$ cat config.mk
export PLATFORM = sky130hd
export DESIGN_NAME = muldiv_hilo_ctrl
export DESIGN_NICKNAME = d
export VERILOG_FILES = /design/src/rtl/muldiv_pkg.sv /design/src/rtl/muldiv_hilo_ctrl.sv
export SDC_FILE = /design/constraint.sdc
export NUM_CORES = 1
export LEC_CHECK = 0
export CAP_MARGIN = 15
export CELL_PAD_IN_SITES_DETAIL_PLACEMENT = 2
export CELL_PAD_IN_SITES_GLOBAL_PLACEMENT = 2
export CORE_ASPECT_RATIO = 1.4
export CORE_MARGIN = 5
export CORE_UTILIZATION = 31
export CTS_BUF_LIST = sky130_fd_sc_hd__clkbuf_16
export DETAILED_ROUTE_END_ITERATION = 10
export GPL_ROUTABILITY_DRIVEN = 1
export PLACE_DENSITY = 0.93
export SLEW_MARGIN = 30
export SYNTH_ARGS = -nofsm -noshare
export SYNTH_HDL_FRONTEND = slang
export SYNTH_SLANG_ARGS = --single-unit
export TNS_END_PERCENT = 100
$ cat constraint.sdc
create_clock -name clk -period 14.4 [get_ports clk]
set_input_delay 2.88 -clock clk [delete_from_list [all_inputs] [get_ports clk]]
set_output_delay 2.88 -clock clk [all_outputs]
set_load 0.01 [all_outputs]
$ cat src/rtl/muldiv_pkg.sv
// Shared types, multiplier op encodings and op-class helpers for the
// multiply/divide HI/LO controller.
package muldiv_pkg;

    typedef enum logic [3:0] {
        NONE  = 4'd0,
        MULT  = 4'd1,
        MULTU = 4'd2,
        MADD  = 4'd3,
        MADDU = 4'd4,
        MSUB  = 4'd5,
        MSUBU = 4'd6,
        MTHI  = 4'd7,
        MTLO  = 4'd8
    } muldiv_op_t;

    typedef enum logic [1:0] {
        IDLE  = 2'd0,
        ISSUE = 2'd1,
        WAIT  = 2'd2
    } ctrl_state_t;

    localparam logic [1:0] MUL_SIGNED   = 2'b10;
    localparam logic [1:0] MUL_UNSIGNED = 2'b01;
    localparam logic [1:0] MUL_NONE     = 2'b00;

    // Ops that go through the multiplier and update HI/LO from its product.
    function automatic logic is_mulclass(input muldiv_op_t op);
        return (op == MULT) || (op == MULTU) || (op == MADD) ||
               (op == MADDU) || (op == MSUB) || (op == MSUBU);
    endfunction

    // Ops whose operands are treated as two's complement.
    function automatic logic is_signed(input muldiv_op_t op);
        return (op == MULT) || (op == MADD) || (op == MSUB);
    endfunction

endpackage

$ cat src/rtl/muldiv_hilo_ctrl.sv
// Issue/retire controller between EX and the external 4-stage multiplier.
// Issues one multiply at a time, stalls EX until the product is back, and
// folds the product into the architectural HI/LO pair (write, add or sub).
module muldiv_hilo_ctrl
    import muldiv_pkg::*;
#(
    parameter int MUL_LAT = 4
) (
    input  logic        clk,
    input  logic        rst_n,
    input  logic        req_valid,
    input  logic [3:0]  req_op,
    input  logic [31:0] req_a,
    input  logic [31:0] req_b,
    input  logic        flush,
    output logic        stall,
    output logic [31:0] hi,
    output logic [31:0] lo,
    output logic [1:0]  mul_op,
    output logic [31:0] mul_a,
    output logic [31:0] mul_b,
    input  logic [63:0] mul_c,
    input  logic        mul_done
);

    ctrl_state_t state, state_nxt;
    muldiv_op_t  req_kind, op_q;
    logic [31:0] a_q, b_q;
    logic        discard, seen_busy;
    logic        req_mul, req_mthi, req_mtlo, req_move, finish;
    logic [63:0] hilo, acc_nxt;
    logic [7:0]  busy_cnt;

    assign req_kind = muldiv_op_t'(req_op);
    assign req_mul  = req_valid && !flush && is_mulclass(req_kind);
    assign req_mthi = req_valid && !flush && (req_kind == MTHI);
    assign req_mtlo = req_valid && !flush && (req_kind == MTLO);
    assign req_move = req_mthi || req_mtlo;
    // mul_done alone is not enough: it is also high before the multiplier
    // has picked up the op, so we need to have seen it go busy first.
    assign finish   = (state == WAIT) && mul_done && seen_busy;
    assign hilo     = {hi, lo};

    // Next-state logic: single outstanding multiply, one issue cycle.
    always_comb begin
        state_nxt = state;
        case (state)
            IDLE:    if (req_mul) state_nxt = ISSUE;
            ISSUE:   state_nxt = WAIT;
            WAIT:    if (finish) state_nxt = IDLE;
            default: state_nxt = IDLE;
        endcase
    end

    // Multiplier drive and EX stall; everything is quiet while in reset.
    always_comb begin
        mul_op = MUL_NONE;
        mul_a  = '0;
        mul_b  = '0;
        stall  = 1'b0;
        if (rst_n) begin
            if (state == ISSUE) begin
                mul_op = is_signed(op_q) ? MUL_SIGNED : MUL_UNSIGNED;
                mul_a  = a_q;
                mul_b  = b_q;
            end
            stall = (req_mul && !(finish && !discard)) ||
                    (req_move && (state != IDLE));
        end
    end

    // HI/LO update value for the op currently in flight.
    always_comb begin
        acc_nxt = mul_c;
        case (op_q)
            MADD, MADDU: acc_nxt = hilo + mul_c;
            MSUB, MSUBU: acc_nxt = hilo - mul_c;
            default:     acc_nxt = mul_c;
        endcase
    end

    // Operand capture at accept time; only meaningful while in ISSUE/WAIT.
    always_ff @(posedge clk) begin
        if (state == IDLE && req_mul) begin
            op_q <= req_kind;
            a_q  <= req_a;
            b_q  <= req_b;
        end
    end

    // State register, HI/LO, and drain/discard bookkeeping.
    always_ff @(posedge clk) begin
        if (!rst_n) begin
            state     <= IDLE;
            hi        <= '0;
            lo        <= '0;
            discard   <= 1'b0;
            seen_busy <= 1'b0;
            busy_cnt  <= '0;
        end else begin
            state <= state_nxt;
            case (state)
                IDLE: begin
                    if (req_mthi)      hi <= req_a;
                    else if (req_mtlo) lo <= req_a;
                end
                ISSUE: begin
                    seen_busy <= 1'b0;
                    busy_cnt  <= '0;
                    if (flush) discard <= 1'b1;
                end
                WAIT: begin
                    if (!mul_done) begin
                        seen_busy <= 1'b1;
                        busy_cnt  <= busy_cnt + 8'd1;
                    end
                    if (finish) begin
                        discard <= 1'b0;
                        // A flush landing on the finish cycle also kills the result.
                        if (!discard && !flush) {hi, lo} <= acc_nxt;
                    end else if (flush) begin
                        discard <= 1'b1;
                    end
                end
                default: ;
            endcase
        end
    end

    // The multiplier must go busy on the first WAIT cycle.
    a_seen_busy: assert property (@(posedge clk) disable iff (!rst_n)
        (state == WAIT && !seen_busy) |=> !(state == WAIT && !seen_busy));

    // Busy time observed in WAIT must match the multiplier depth.
    a_latency: assert property (@(posedge clk) disable iff (!rst_n)
        finish |-> (busy_cnt == 8'(MUL_LAT)));

endmodule

### After elaboration in Yosys (flattened, before gate mapping)

Cells that the tools add are included.

| word-level totals | value |
|---|---|
| output and inout bits | 131 |
| input port bits | 137 |
| word-level logic and storage cells | 91 |
| bits in registers | 136 |

| operators by class | value |
|---|---|
| reductions and logical operators | 33 |
| add/subtract/negate cells | 2 |
| mux-type cells | 26 |
| equal/unequal tests | 22 |

Operator list:

| kind | count |
|---|---|
| $mux 32 | 11 |
| $pmux 32 s2 | 2 |
| $pmux 64 s2 | 1 |
| $add 64x64->64 | 1 |
| $sub 64x64->64 | 1 |
| $eq 4x3->1 const B | 7 |
| $eq 4x2->1 const B | 3 |
| $ne 2x2->1 const B | 6 |
| $logic_and 1x1->1 | 11 |
| $mux 2 | 5 |
| $logic_or 1x1->1 | 9 |
| $eq 4x1->1 const B | 2 |
| $pmux 2 s3 | 1 |
| $reduce_bool 2->1 | 3 |
| $reduce_and 5->1 | 1 |
| $eq 4x4->1 const B | 1 |
| $mux 1 | 4 |
| $pmux 1 s2 | 2 |
| $reduce_and 2->1 | 2 |
| $reduce_and 4->1 | 1 |
| $reduce_or 2->1 | 2 |
| $logic_not 1->1 | 3 |
| $eq 2x1->1 const B | 1 |
| $eq 2x2->1 const B | 1 |
| 2 further kinds | 2 |

### Depth between registers and ports, before layout

| depth | value |
|---|---|
| depth in word-level cells | 10 |
| gate-level depth with buffers | 23 |
| gate-level depth less buffers | 22 |

### Worst setup path before layout

Ideal clock, no wire load.

| timing path | value |
|---|---|
| path type | in2reg |
| start point | input mul_c[6] |
| end point | register hi[30] |
| stages | 17 |
| path buffers | 1 |
| slack | 7251 ps |
| data required time | 14305 ps |
| arrival | 7053 ps |
| library setup time | 95 ps |
| cell sequence | or4_4 -> or3_1 -> nor2_2 -> and3_2 -> nand2_2 -> nor3_4 -> a31oi_1 -> xnor2_1 -> ha_1 -> clkbuf_1 -> nand4_1 -> or4_1 -> nor3_1 -> nor2_1 -> o311ai_0 -> xnor2_1 -> a221oi_1 |

| between the ends | value |
|---|---|
| cells in the longest elaborated chain, start to end | 5 |
| elaborated cells on any way between the ends | 6 |
| classes of those cells | add/sub (2); mux (4) |

RTL lines:

| what | line | text |
|---|---|---|
| from (decl) | muldiv_hilo_ctrl.sv:22 | `input logic [63:0] mul_c,` |
| $sub 64x64->64 / $add 64x64->64 (equally long branches) | muldiv_hilo_ctrl.sv:77, muldiv_hilo_ctrl.sv:76 |  |
| $pmux 64 s2 * | muldiv_hilo_ctrl.sv:75 | `case (op_q)` |
| $mux 32 * | muldiv_hilo_ctrl.sv:120 | `if (!discard && !flush) {hi, lo} <= acc_nxt;` |
| $mux 32 * | muldiv_hilo_ctrl.sv:117 | `if (finish) begin` |
| $pmux 32 s2 * | muldiv_hilo_ctrl.sv:102 | `case (state)` |
| to (signal assigned) | muldiv_hilo_ctrl.sv:104 | `if (req_mthi) hi <= req_a;` |
| to (signal assigned) | muldiv_hilo_ctrl.sv:120 |  |
| to (decl) | muldiv_hilo_ctrl.sv:17 | `output logic [31:0] hi,` |

Every way passes the cells marked *; elsewhere a longest branch is shown, timed or not. The select of a mux whose other input is x is not followed.
A chain may end at the register's enable or synchronous reset.

### Final worst setup path

| timing path | value |
|---|---|
| start point | input mul_c[4] |
| end point | register hi[26] |

The elaborated chain is that of the path after synthesis.

==> metrics.csv <==
metric;value;unit
syn_area_per_cell;7.96;um2
synth_area;0.0112;mm2
relSlewSlack;32.6;%
detail_route.wl_per_cell;28.2;um
io_buffer_count;267;
start_kind;input pin;
hold_viol;0;
cts_tree;built;
core_area;0.0357;mm2
clkTransAtPathRegs;0.07;ns
gr-usage-all-layers;28.2;%
maxCapViolCount;0;
tns;0;ns
grt_max_degree;83;
reg2reg_slack;8.72;ns
ys.warnings.count;0;
synth_nets;1608;
switchingPower;0.456;mW
drtIter0Drc;717;
vias;12600;
setup_viol;0;
drc_errors;0;
switching_share;35.9;%
synth_top_area_cell;edfxtp_1;
clkPwrFrac;37.1;%
globalplace.congestion;0.942;
routed_wl;59000;um
p_int;0.814;mW
ys_top_cells_by_area;edfxtp_1 (18%), dfxtp_1 (12%), ha_1 (7.5%), a21oi_1 (7.3%), nand2_1 (5.6%);
worstSetupEndpoint;hi[26];
async_flop_share;0;%
ys_seq_elements;136;
hold_buffers;0;
r2r_end;hi[26];
fmax;116;MHz
synthCells;1403;
grt_remaining_overflow;0;
cts.path.max_buffers;2;
final_common_cell;clkdlybuf4s50_1;
start_util;31.3;%
cts_sinks;136;
antenna_found_initial;2;
path_max_fanout;6;
ant_nets;0;
viasPerCell;6.04;
htreeDepth;4;
synth-seq-area-share;30.5;%
dieArea;0.0400;mm2
tightest_slew;1.01;ns
synth_top_area_share;18.3;%
rsz0062_at_grt;false;
cts-root-buf;clkbuf_16;
final_cell_mix;clkdlybuf4s50_1 (266), nand2_1 (167), a21oi_1 (163);
p_per_area;85.6;mW/mm2
std_cell_rows;82;
r2r-start;op_q[0];
synth_edf_count;68;
grt_pass1_wl;86400;um
status;finished clean;
critPathCaptureType;register;
area_delta_synth_final;32.7;%
critPathLaunch;mul_c[4];
ir_worst_vdd;0.0668;mV
drt_pass1_iterations;5;
slew_violations;0;
fill_cells;4012;
post_cts_buffers;0;
drive_gt1_share;4.55;%
final.setup_skew;0.0130;ns
p_leak;5.84;nW
fin_crit_sh;60.0;%
utilization;41.5;%
yosysUniqueCellTypes;69;
die_width;170;um
comb_power_share;28.5;%
grt_pass1_vias;13900;
die_y;235;um
cts_made_buffers;17;
clk_latency;0.46;ns
crit_type;input pin to register;
synth_flop_cell;edfxtp_1;
required;14.72;ns
nNetsFinal;1818;
hp-class;register to register;
p_seq_share;34.5;%
arrival;8.96;ns
fin_crit;8.63;ns
hpwl;45400;um
cts-resized-gates;0;
reg2regPathDepth;15;
num_io_pins;268;
[cell type report]
type                            count  area (um2)  share of cell area [%]
Multi-Input combinational cell   1145        7360                    49.6
Sequential cell                   136        3400                    22.9
Timing Repair Buffer              279        2760                    18.6
Tap cell                          462         578                    3.90
Clock buffer                       17         425                    2.87
Clock inverter                     15         174                    1.17
Inverter                           34         128                   0.860
Antenna cell                        2        5.00                  0.0337
[cells by family after synthesis]
kind of cell | share of synthesized area [%]
adders and majority gates | 7.68
AOI/OAI and AO/OA | 26.5
DFF | 30.5
and+or+nand+nor | 21.5
buffers and inverters | 4.10
muxes | 0.537
xor gates and xnor gates | 9.25
[per-stage QoR]
step	cell area, um2	hold slack (ns)	instances	setup slack, ns	total power [mW]
2_1_floorplan	11200	0.491	1403	7.25	0.631
3_3_place_gp	14200	0.459	2056	5.62	0.782
3_5_place_dp	14200	0.483	2056	5.46	0.798
4_1_cts	14800	0.505	2088	5.87	1.27
5_1_grt	14800	0.522	2090	5.47	1.31
6_report	14800	0.496	2090	5.77	1.27
[sequential cells by signal (all words and copies together) (netlist names)]
| register | count |
|---|---|
| a_q | 32 |
| b_q | 32 |
| discard | 1 |
| hi | 32 |
| lo | 32 |
| op_q | 4 |
| seen_busy | 1 |
| state | 2 |
[critical path, stage by stage]
cell             delay, ns
clkdlybuf4s50_1       0.51
or4_4                 0.61
nor4_2                0.61
nand4_1               0.57
nor4_4                0.51
and2_4                0.26
nand2_2               0.12
o41ai_2               0.30
xor2_1                0.20
ha_1                  0.34
nand2_1               0.25
nor2_1                0.10
nand4_1               0.21
nor2_1                0.11
a211oi_1              0.24
o21ai_0               0.28
or3b_2                0.53
a31oi_1               0.22
o31ai_1               0.09
[power by group through the flow]
stage	registers, mW	logic, mW	clock network, mW
after floorplan	0.444	0.187	0
after global placement	0.445	0.337	0
after detailed placement	0.446	0.352	0
after CTS	0.438	0.357	0.477
after global routing	0.439	0.383	0.492
final	0.438	0.361	0.471
[how the worst min path moves through the flow]
stage / from / endpoint / slack [ns] / depth (start not counted)
floorplan: hi[17] / hi[17] / 0.49 / 2
global placement: lo[0] / lo[0] / 0.46 / 2
detailed placement: lo[8] / lo[8] / 0.48 / 2
CTS: lo[22] / lo[22] / 0.50 / 2
global route: lo[0] / lo[0] / 0.52 / 2
finish: lo[24] / lo[24] / 0.50 / 2
[cell usage after synthesis (18+ instances only)]
cell type / number
nor2_1: 98
ha_1: 67
clkbuf_1: 88
xor2_1: 54
xnor2_1: 64
nand2_1: 167
a21o_1: 37
nand3_1: 26
o21ai_0: 81
dfxtp_1: 68
and3_1: 78
a21oi_1: 164
o31ai_1: 20
o211ai_1: 48
nor3_1: 26
nand4_1: 18
inv_1: 33
edfxtp_1: 68
[metal layers]
metal	up-vias	wire length, um	track usage [%]
met3	173	2460	3.68
met2	449	30700	51.6
met1	6382	21500	29.4
li1	5620	-	-
met4	0	4300	19.1
met5	-	0	0
(Power assumes the default switching activity.)
